===== config.mk =====
export PLATFORM = sky130hd
export DESIGN_NAME = spi_master_mcs
export DESIGN_NICKNAME = d
export VERILOG_FILES = /design/src/rtl/spi_pkg.sv /design/src/rtl/spi_clock_gen.sv /design/src/rtl/spi_master_mcs.sv
export SDC_FILE = /design/constraint.sdc
export NUM_CORES = 1
export LEC_CHECK = 0
export BUFFER_PORTS_ARGS = -buffer_cell sky130_fd_sc_hd__buf_2
export CORE_ASPECT_RATIO = 1.75
export CORE_MARGIN = 8
export CORE_UTILIZATION = 50
export DETAILED_ROUTE_END_ITERATION = 10
export PLACE_DENSITY = 0.74
export SETUP_SLACK_MARGIN = 0.1
export SYNTH_ARGS = -nofsm -noshare
export SYNTH_HDL_FRONTEND = slang
export SYNTH_SLANG_ARGS = --single-unit

===== constraint.sdc =====
create_clock -name i_clock -period 3.2 [get_ports i_clock]
set_clock_uncertainty 0.05 [all_clocks]
set_input_delay 0.64 -clock i_clock [delete_from_list [all_inputs] [get_ports i_clock]]
set_output_delay 0.64 -clock i_clock [all_outputs]
set_load 0.05 [all_outputs]

===== src/rtl/spi_pkg.sv =====
// Shared FSM state type, SPI mode encodings and default parameter values
// for the multi-chip-select SPI master.
package spi_pkg;
    localparam int SPI_DATA_WIDTH_DEF          = 32;
    localparam int SPI_CLOCK_DIVIDER_WIDTH_DEF = 5;
    localparam int CS_COUNT_DEF                = 4;

    // Modes encoded as {CPOL, CPHA}
    localparam logic [1:0] SPI_MODE0 = 2'b00;
    localparam logic [1:0] SPI_MODE1 = 2'b01;
    localparam logic [1:0] SPI_MODE2 = 2'b10;
    localparam logic [1:0] SPI_MODE3 = 2'b11;

    typedef enum logic [2:0] {
        IDLE,
        SETUP,
        SHIFT,
        HOLD,
        GAP
    } spi_state_e;
endpackage


===== src/rtl/spi_clock_gen.sv =====
// Half-period timer for the SPI master. Every tick ends one half-period;
// inside the edge window, ticks alternate between leading and trailing strobes.
module spi_clock_gen
    import spi_pkg::*;
#(
    parameter int DIV_WIDTH = SPI_CLOCK_DIVIDER_WIDTH_DEF
) (
    input  logic                 i_clock,
    input  logic                 i_reset_n,
    input  logic                 i_run,
    input  logic                 i_edge_window,
    input  logic [DIV_WIDTH-1:0] i_divider,
    output logic                 o_tick,
    output logic                 o_lead,
    output logic                 o_trail
);
    logic [DIV_WIDTH-1:0] cnt_q, cnt_d, half_m1;
    logic                 lead_next_q, lead_next_d;

    always_comb begin
        // A divider of zero behaves like one
        half_m1     = (i_divider == '0) ? '0 : i_divider - DIV_WIDTH'(1);
        o_tick      = i_run && (cnt_q == half_m1);
        o_lead      = o_tick && i_edge_window && lead_next_q;
        o_trail     = o_tick && i_edge_window && !lead_next_q;
        cnt_d       = (!i_run || o_tick) ? '0 : cnt_q + DIV_WIDTH'(1);
        lead_next_d = lead_next_q;
        if (!i_edge_window)
            lead_next_d = 1'b1;
        else if (o_tick)
            lead_next_d = !lead_next_q;
    end

    always_ff @(posedge i_clock or negedge i_reset_n) begin
        if (!i_reset_n) begin
            cnt_q       <= '0;
            lead_next_q <= 1'b1;
        end else begin
            cnt_q       <= cnt_d;
            lead_next_q <= lead_next_d;
        end
    end
endmodule


===== src/rtl/spi_master_mcs.sv =====
// SPI master with several chip selects, per-transfer mode/length/divider and
// optional CS hold between transfers to the same slave.
module spi_master_mcs
    import spi_pkg::*;
#(
    parameter int  SPI_DATA_WIDTH          = SPI_DATA_WIDTH_DEF,
    parameter int  SPI_CLOCK_DIVIDER_WIDTH = SPI_CLOCK_DIVIDER_WIDTH_DEF,
    parameter int  CS_COUNT                = CS_COUNT_DEF,
    localparam int CS_SEL_WIDTH            = (CS_COUNT > 1) ? $clog2(CS_COUNT) : 1,
    localparam int LEN_WIDTH               = $clog2(SPI_DATA_WIDTH + 1)
) (
    input  logic                               i_clock,
    input  logic                               i_reset_n,
    input  logic                               i_valid,
    output logic                               o_ready,
    input  logic [SPI_DATA_WIDTH-1:0]          i_data,
    input  logic [LEN_WIDTH-1:0]               i_length,
    input  logic [CS_SEL_WIDTH-1:0]            i_cs_select,
    input  logic                               i_cs_hold,
    input  logic                               i_clock_polarity,
    input  logic                               i_clock_phase,
    input  logic [SPI_CLOCK_DIVIDER_WIDTH-1:0] i_spi_clock_divider,
    output logic [SPI_DATA_WIDTH-1:0]          o_data,
    output logic                               o_data_valid,
    output logic                               o_busy,
    output logic [CS_COUNT-1:0]                o_spi_cs_n,
    output logic                               o_spi_clock,
    output logic                               o_spi_mosi,
    input  logic                               i_spi_miso
);
    localparam int W = SPI_DATA_WIDTH;

    spi_state_e                         state_q, state_d;
    logic [W-1:0]                       tx_q, tx_d, rx_q, rx_d, data_q, data_d;
    logic [LEN_WIDTH-1:0]               idx_q, idx_d, len_eff;
    logic [CS_SEL_WIDTH-1:0]            sel_q, sel_d;
    logic                               hold_q, hold_d, cpol_q, cpol_d, cpha_q, cpha_d;
    logic [SPI_CLOCK_DIVIDER_WIDTH-1:0] div_q, div_d;
    logic [CS_COUNT-1:0]                cs_n_q, cs_n_d;
    logic                               sclk_q, sclk_d, mosi_q, mosi_d, dv_q, dv_d;
    logic                               cs_held_q, cs_held_d, pend_q, pend_d;
    logic [W-1:0]                       acc_sh, tx_cur, tx_nxt;
    logic                               tick, lead, trail;

    // Out-of-range selects decode to all lines high
    function automatic logic [CS_COUNT-1:0] cs_decode(input logic [CS_SEL_WIDTH-1:0] sel);
        cs_decode = '1;
        for (int i = 0; i < CS_COUNT; i++)
            if (sel == CS_SEL_WIDTH'(i)) cs_decode[i] = 1'b0;
    endfunction

    spi_clock_gen #(.DIV_WIDTH(SPI_CLOCK_DIVIDER_WIDTH)) u_clk_gen (
        .i_clock      (i_clock),
        .i_reset_n    (i_reset_n),
        .i_run        (state_q != IDLE),
        .i_edge_window(state_q == SETUP || state_q == SHIFT),
        .i_divider    (div_q),
        .o_tick       (tick),
        .o_lead       (lead),
        .o_trail      (trail)
    );

    always_comb begin
        state_d   = state_q;
        tx_d      = tx_q;
        rx_d      = rx_q;
        data_d    = data_q;
        idx_d     = idx_q;
        sel_d     = sel_q;
        hold_d    = hold_q;
        cpol_d    = cpol_q;
        cpha_d    = cpha_q;
        div_d     = div_q;
        cs_n_d    = cs_n_q;
        sclk_d    = sclk_q;
        mosi_d    = mosi_q;
        dv_d      = 1'b0;
        cs_held_d = cs_held_q;
        pend_d    = pend_q;

        if (i_length == '0 || i_length > LEN_WIDTH'(W))
            len_eff = LEN_WIDTH'(W);
        else
            len_eff = i_length;
        acc_sh = i_data >> (len_eff - LEN_WIDTH'(1));
        tx_cur = tx_q >> idx_q;
        tx_nxt = tx_q >> (idx_q - LEN_WIDTH'(1));

        case (state_q)
            IDLE: if (i_valid) begin
                tx_d   = i_data;
                rx_d   = '0;
                idx_d  = len_eff - LEN_WIDTH'(1);
                sel_d  = i_cs_select;
                hold_d = i_cs_hold;
                cpol_d = i_clock_polarity;
                cpha_d = i_clock_phase;
                div_d  = i_spi_clock_divider;
                sclk_d = i_clock_polarity;
                mosi_d = acc_sh[0];
                // Switching slaves releases the held line for one gap first
                if (cs_held_q && i_cs_select != sel_q) begin
                    cs_n_d    = '1;
                    cs_held_d = 1'b0;
                    pend_d    = 1'b1;
                    state_d   = GAP;
                end else begin
                    cs_n_d  = cs_decode(i_cs_select);
                    state_d = SETUP;
                end
            end
            SETUP: if (tick) state_d = SHIFT;
            SHIFT: if (trail && idx_q == '0) state_d = HOLD;
            HOLD: if (tick) begin
                data_d = rx_q;
                dv_d   = 1'b1;
                if (hold_q) begin
                    cs_held_d = ~&cs_n_q;
                    state_d   = IDLE;
                end else begin
                    cs_n_d    = '1;
                    cs_held_d = 1'b0;
                    state_d   = GAP;
                end
            end
            GAP: if (tick) begin
                if (pend_q) begin
                    pend_d  = 1'b0;
                    cs_n_d  = cs_decode(sel_q);
                    state_d = SETUP;
                end else begin
                    state_d = IDLE;
                end
            end
            default: state_d = IDLE;
        endcase

        if (lead || trail) sclk_d = !sclk_q;
        if (lead) begin
            if (cpha_q) mosi_d = tx_cur[0];
            else        rx_d   = {rx_q[W-2:0], i_spi_miso};
        end
        // The final bit stays on MOSI once the last trailing edge has passed
        if (trail) begin
            if (cpha_q)              rx_d   = {rx_q[W-2:0], i_spi_miso};
            else if (idx_q != '0)    mosi_d = tx_nxt[0];
            if (idx_q != '0)         idx_d  = idx_q - LEN_WIDTH'(1);
        end
    end

    always_ff @(posedge i_clock or negedge i_reset_n) begin
        if (!i_reset_n) begin
            state_q   <= IDLE;
            tx_q      <= '0;
            rx_q      <= '0;
            data_q    <= '0;
            idx_q     <= '0;
            sel_q     <= '0;
            hold_q    <= 1'b0;
            cpol_q    <= 1'b0;
            cpha_q    <= 1'b0;
            div_q     <= '0;
            cs_n_q    <= '1;
            sclk_q    <= 1'b0;
            mosi_q    <= 1'b0;
            dv_q      <= 1'b0;
            cs_held_q <= 1'b0;
            pend_q    <= 1'b0;
        end else begin
            state_q   <= state_d;
            tx_q      <= tx_d;
            rx_q      <= rx_d;
            data_q    <= data_d;
            idx_q     <= idx_d;
            sel_q     <= sel_d;
            hold_q    <= hold_d;
            cpol_q    <= cpol_d;
            cpha_q    <= cpha_d;
            div_q     <= div_d;
            cs_n_q    <= cs_n_d;
            sclk_q    <= sclk_d;
            mosi_q    <= mosi_d;
            dv_q      <= dv_d;
            cs_held_q <= cs_held_d;
            pend_q    <= pend_d;
        end
    end

    assign o_ready      = (state_q == IDLE) && i_reset_n;
    assign o_busy       = (state_q != IDLE);
    assign o_data       = data_q;
    assign o_data_valid = dv_q;
    assign o_spi_cs_n   = cs_n_q;
    assign o_spi_clock  = sclk_q;
    assign o_spi_mosi   = mosi_q;
endmodule


==> summary.txt, run 1 <==
Synthesis
  – Mean Syn Cell Area: 10.02 µm²
  – Number of library cell types mapped by synthesis: 67
  – Seq/Total Area, Yosys: 47.21%
  – Ys Warns: 0
  – Number of synthesized flops with an enable pin: 0
  – Synth Flop Type: dfrtp_1
  – Asr flop ratio synth: 100.0%
  – #FFs+latches synth: 129
  – Synthesized cell area: 6852 µm²
  – Mapped Cells: 684
  – Synthesized net count: 742

Placed design
  – Final HPWL DP: 12160 µm
  – DP Worst Slack: 0.01197 ns
  – Port Buffers: 92
  – GP Congestion: 0.9582

Final layout
  – Commonest non-fill, non-tap cell in the layout: nand2_1
  – Ant diodes: 0
  – Synth-to-layout area growth: 18.97%
  – Most frequent cells in the layout: 191 x nand2_1, 124 x dfrtp_1, 91 x buf_2
  – Final #Nets: 829
  – Share of cells above drive strength 1: 28.57%
  – Util after Layout: 60.91%

STA
  – Setup ws final: 0.2375 ns
  – Hold Violations, Final: 0
  – Fin. max-slew vios: 0
  – Worst Max-Slew Pin Slew: 0.7903 ns
  – Fmax: 337.6 MHz
  – Setup TNS Final: 0 ns
  – Final Critical Period: 2.962 ns
  – RSZ-0062 raised after global routing: no
  – Relative slew slack: 47.31%
  – Setup violations, final: 0
  – Final Cycle Share: 92.58%
  – WHS: 0.1015 ns

Clock network
  – Skew-Pair Late Insertion Delay: 0.41 ns
  – # clock sinks: 129
  – CTS tree: done
  – Clk slew on worst S/H paths: 0.06 ns
  – Clock Path Buffers: 2
  – Depth of the CTS H-tree: 4
  – Root Driver: clkbuf_16
  – Cts bufs inserted: 17

Global routing
  – Vias in the first global route: 5735
  – Total global routing overflow: 0
  – GRT Total Usage: 19.49%
  – Largest net degree at the start of global routing: 65
  – First-pass GRT wire length: 28110 µm
  – Initial antenna violation count: 0

Run
  – Max-Cap Viols: 0

Detailed routing
  – Routed len/inst: 17.75 µm
  – DRT Wirelength: 17010 µm
  – Drt first pass iters: 5
  – Starting DRT DRC Count: 273
  – ANT nets after route: 0
  – Vias post-DR: 5326
  – Drt drc: 0
  – Via density per instance: 5.559

Worst hold path
  – Worst hold path class: input pin to async pin

Floorplanning
  – Die area: 17850 µm²
  – Core Area: 13380 µm²
  – I/O pin cnt: 93
  – Die width: 104.5 µm
  – Initial Util: 51.20%
  – FP Rows: 56
  – Die span in y: 170.9 µm

Critical path
  – Setup CP Type: register to register
  – WP data arrival: 3.20 ns
  – Crit-path max FO: 15
  – Worst setup SP type: register
  – Worst EP required: 3.43 ns
  – Worst Setup End Kind: register

Power
  – PwrDens: 896.1 nW/µm²
  – Max VDD drop: 0.0005062 V
  – Leakage: 3.876 nW

Status
  – Status: finished, final reports clean
## cells by family (layout without fill, tap and decap cells)
logic type	count (synthesis)	in the layout	synth area share, %
simple gates	292	292	19.21
flops	129	129	47.21
compound gates	97	97	8.875
mux	79	79	16.80
buf+inv	63	163	4.510
xor+xnor	18	18	2.301
fa+ha+maj	6	6	1.096
## power breakdown
group / leakage (nW) / internal [mW] / switching [mW]
clock network: 0.284 / 1.20 / 0.731
logic: 1.90 / 1.21 / 1.73
registers: 1.69 / 2.03 / 0.403
total: 3.88 / 4.44 / 2.86
## critical path, stage by stage (launching register included)
cell       delay, ns
dfrtp_1         0.40
inv_1           0.11
ha_1            0.20
nor3b_2         0.19
mux2i_1         0.26
xor2_1          0.19
nand4_2         0.13
or2_1           0.27
or3_4           0.43
bufinv_16       0.27
mux2_1          0.34
## synth_stat cells, types with 4 or more instances
master,count,area [µm²]
nand2_1,191,716.9
dfrtp_1,124,3103
o21ai_0,47,235.2
clkbuf_1,36,135.1
nor2_1,29,108.9
mux2_4,26,390.4
mux2i_1,22,220.2
mux4_2,17,382.9
inv_1,14,52.55
a21oi_1,11,55.05
mux2_2,11,123.9
nor3_1,10,50.05
xor2_1,10,87.58
nand3_1,9,45.04
xnor2_1,8,70.07
ha_1,6,75.07
nand2b_1,6,37.54
dfstp_2,5,131.4
a31oi_1,4,25.02
and3_1,4,25.02
nand3b_1,4,30.03
nand4_1,4,25.02
nor2b_1,4,25.02
o211ai_1,4,30.03
or3_1,4,25.02
## per-stage QoR
stage / cells / instance area (µm²) / power (mW)
after CTS: 957 / 8112 / 7.301
after floorplan: 684 / 6929 / 4.551
after detailed placement: 925 / 7522 / 5.363
final: 958 / 8152 / 7.304
after global placement: 925 / 7522 / 5.248
after global routing: 958 / 8152 / 7.726
## registers in the layout, indices dropped and copies added, names as in the netlist, 2 cells and up
| name | flops |
|---|---|
| div_q | 5 |
| idx_q | 6 |
| o_data | 32 |
| o_spi_cs_n | 4 |
| rx_q | 32 |
| sel_q | 2 |
| state_q | 3 |
| tx_q | 32 |
| u_clk_gen.cnt_q | 5 |
## layout make-up
class / count / area, µm²
Multi-Input combinational cell: 492 / 3372
Clock buffer: 21 / 460.4
Clock inverter: 11 / 128.9
Timing Repair Buffer: 114 / 640.6
Fill cell: 1126 / 5231
Tap cell: 174 / 217.7
Sequential cell: 129 / 3234
Inverter: 16 / 88.84
Timing Repair inverter: 1 / 8.758
## timing repair
| action | in CTS | in global routing |
|---|---|---|
| gates resized for setup | 0 | 6 |
| hold endpoints to repair | 0 | 0 |
| endpoints found under the setup margin | 0 | 29 |
| hold buffers | 0 | 0 |
| setup buffers | 0 | 0 |
## per-layer routing
metal | share of wire (%) | global-route usage (%)
met2 | 55 | 36.34
met5 | 0 | 0
met1 | 38 | 20.60
met3 | 4.4 | 4.331
met4 | 2.3 | 8.106
## worst paths after layout
check / startpoint / end / slack [ns] / depth (start not counted)
max: div_q[0] / o_data[9] / 0.24 / 10
min: i_reset_n / o_data[11] / 0.10 / 1
max reg2reg: div_q[0] / o_data[9] / 0.24 / 10
min reg2reg: tx_q[11] / tx_q[11] / 0.45 / 2
max in group asynchronous: i_reset_n / tx_q[7] / 1.87 / 2
min in group i_clock: i_spi_clock_divider[3] / div_q[3] / 0.37 / 3
Power figures use the tool's default switching activity.
==> run 2: changes to the inputs <==
RECOVER_POWER = 100   (was unset)
==> summary.txt, run 2 (same netlist as run 1, synthesis figures left out) <==
Placed design
  – Final HPWL DP: 12160 µm
  – GP Congestion: 0.9582
  – Placed Cells: 925
  – Port Buffers: 92

STA
  – Fmax: 337.4 MHz
  – Setup TNS Final: 0 ns
  – Setup violations, final: 0
  – RSZ-0062 raised after global routing: no
  – Hold Violations, Final: 0
  – Worst Max-Slew Pin Slew: 2.070 ns
  – Relative slew slack: -38.02%
  – Final Cycle Share: 92.61%
  – Fin. max-slew vios: 104
  – Final Critical Period: 2.963 ns

Critical path
  – Worst setup SP type: register
  – R2R depth: 10
  – Worst EP required: 3.43 ns
  – Reg-to-Reg End: o_data[1]
  – WP data arrival: 3.19 ns
  – Origin of the critical flop-to-flop path: div_q[0]
  – Setup CP Type: register to register
  – Reg-to-reg slack, setup: 0.24 ns
  – Worst Setup End Kind: register
  – Crit-path max FO: 15

Floorplanning
  – Die area: 17850 µm²
  – I/O pin cnt: 93
  – FP Rows: 56
  – Die width: 104.5 µm
  – Die span in y: 170.9 µm
  – Core Area: 13380 µm²
  – Initial Util: 51.20%

Detailed routing
  – ANT nets after route: 0
  – Drt drc: 0
  – Via density per instance: 5.585
  – DRT Wirelength: 16940 µm
  – Drt first pass iters: 5
  – Starting DRT DRC Count: 258
  – Vias post-DR: 5350
  – Routed len/inst: 17.69 µm

Global routing
  – First-pass GRT wire length: 28110 µm
  – Largest net degree at the start of global routing: 65
  – Total global routing overflow: 0
  – Initial antenna violation count: 0
  – GRT Total Usage: 19.49%
  – Vias in the first global route: 5735

Worst hold path
  – Worst hold path class: input pin to async pin

Final layout
  – Most frequent cells in the layout: 191 x nand2_1, 124 x dfrtp_1, 50 x buf_2
  – Commonest non-fill, non-tap cell in the layout: nand2_1
  – Final Non-Filler Cells: 958
  – Synth-to-layout area growth: 16.31%
  – Ant diodes: 0
  – Final #Nets: 829
  – Share of cells above drive strength 1: 19.26%

Power
  – Power share of the clock group: 26.6%
  – Int Pwr: 4.391 mW
  – Max VDD drop: 0.0005076 V
  – P_sw: 2.850 mW
  – Comb power frac: 39.8%
  – PwrDens: 908.7 nW/µm²
  – Switch share: 39.36%
  – Leakage: 3.695 nW
  – Sequential share of power: 33.6%

Clock network
  – Post-CTS Resized: 0
  – Cts bufs inserted: 17
  – Post-CTS Hold Buffers: 0
  – CTS tree: done
  – Setup bufs post-CTS: 0
  – Depth of the CTS H-tree: 4
  – Skew-Pair Late Insertion Delay: 0.41 ns
  – Root Driver: clkbuf_16
  – # clock sinks: 129
  – Clk slew on worst S/H paths: 0.06 ns
  – Clock Path Buffers: 2

Status
  – Failing checks: max-capacitance violations, max-slew violations
  – Status: finished, violations left

Run
  – Max-Cap Viols: 2
run 2: cell types whose count changed in the layout (fill, tap and decap cells not counted), sizes merged:
cell,change
buf,-50
clkbuf,+50
run 2: area by class of cell:
| type | instances | area (µm²) |
|---|---|---|
| multi-input cells | 492 | 3271 |
| fillers | 1174 | 5414 |
| repair inverters | 1 | 8.758 |
| repair buffers | 114 | 559.3 |
| inverters | 16 | 88.84 |
| well taps | 174 | 217.7 |
| flip-flops and latches | 129 | 3234 |
| clock inverters | 11 | 128.9 |
| clock buffers | 21 | 460.4 |
run 2: worst max-delay path by stage:
stage          slack (ns)    endpoint   startpoint
2_1_floorplan        0.03  o_spi_mosi  i_length[5]
3_3_place_gp         0.14  o_spi_mosi  i_length[5]
3_5_place_dp         0.01  o_spi_mosi  i_length[5]
4_1_cts              0.12   o_data[9]     div_q[0]
5_1_grt              0.06  o_data[15]     div_q[0]
6_report             0.24   o_data[1]     div_q[0]
run 2: metal layers:
layer | wire, µm | GRT usage (%)
met5 | 0 | 0
met4 | 365 | 8.106
met3 | 763 | 4.331
met2 | 9461 | 36.34
met1 | 6353 | 20.60
run 2: through the flow:
| stage | total power, mW | cell area [µm²] | hold WS, ns | util, % | setup slack, ns |
|---|---|---|---|---|---|
| 2_1_floorplan | 4.551 | 6929 | 0.2944 | - | 0.03237 |
| 3_3_place_gp | 5.248 | 7522 | 0.4264 | 56.21 | 0.1355 |
| 3_5_place_dp | 5.363 | 7522 | 0.4351 | 56.21 | 0.01197 |
| 4_1_cts | 7.301 | 8112 | 0.1022 | 60.61 | 0.1166 |
| 5_1_grt | 7.668 | 7969 | 0.1114 | 59.55 | 0.06343 |
| 6_report | 7.241 | 7969 | 0.09653 | 59.55 | 0.2366 |
run 2: power groups by stage:
stage | combinational, mW | sequential (mW) | clock, mW
after global routing | 3.15 | 2.49 | 2.03
final | 2.88 | 2.43 | 1.93
after CTS | 2.93 | 2.42 | 1.95
after detailed placement | 2.92 | 2.45 | 0
after global placement | 2.84 | 2.41 | 0
after floorplan | 2.16 | 2.39 | 0
run 2: worst max-delay path, cell delays in order, from the launching register on:
cell and delay, ns:
dfrtp_1 0.40, inv_1 0.11, ha_1 0.20, nor3b_2 0.19, mux2i_1 0.26, xor2_1 0.19, nand4_2 0.12, or2_0 0.28
or3_4 0.43, bufinv_16 0.26, mux2_1 0.34
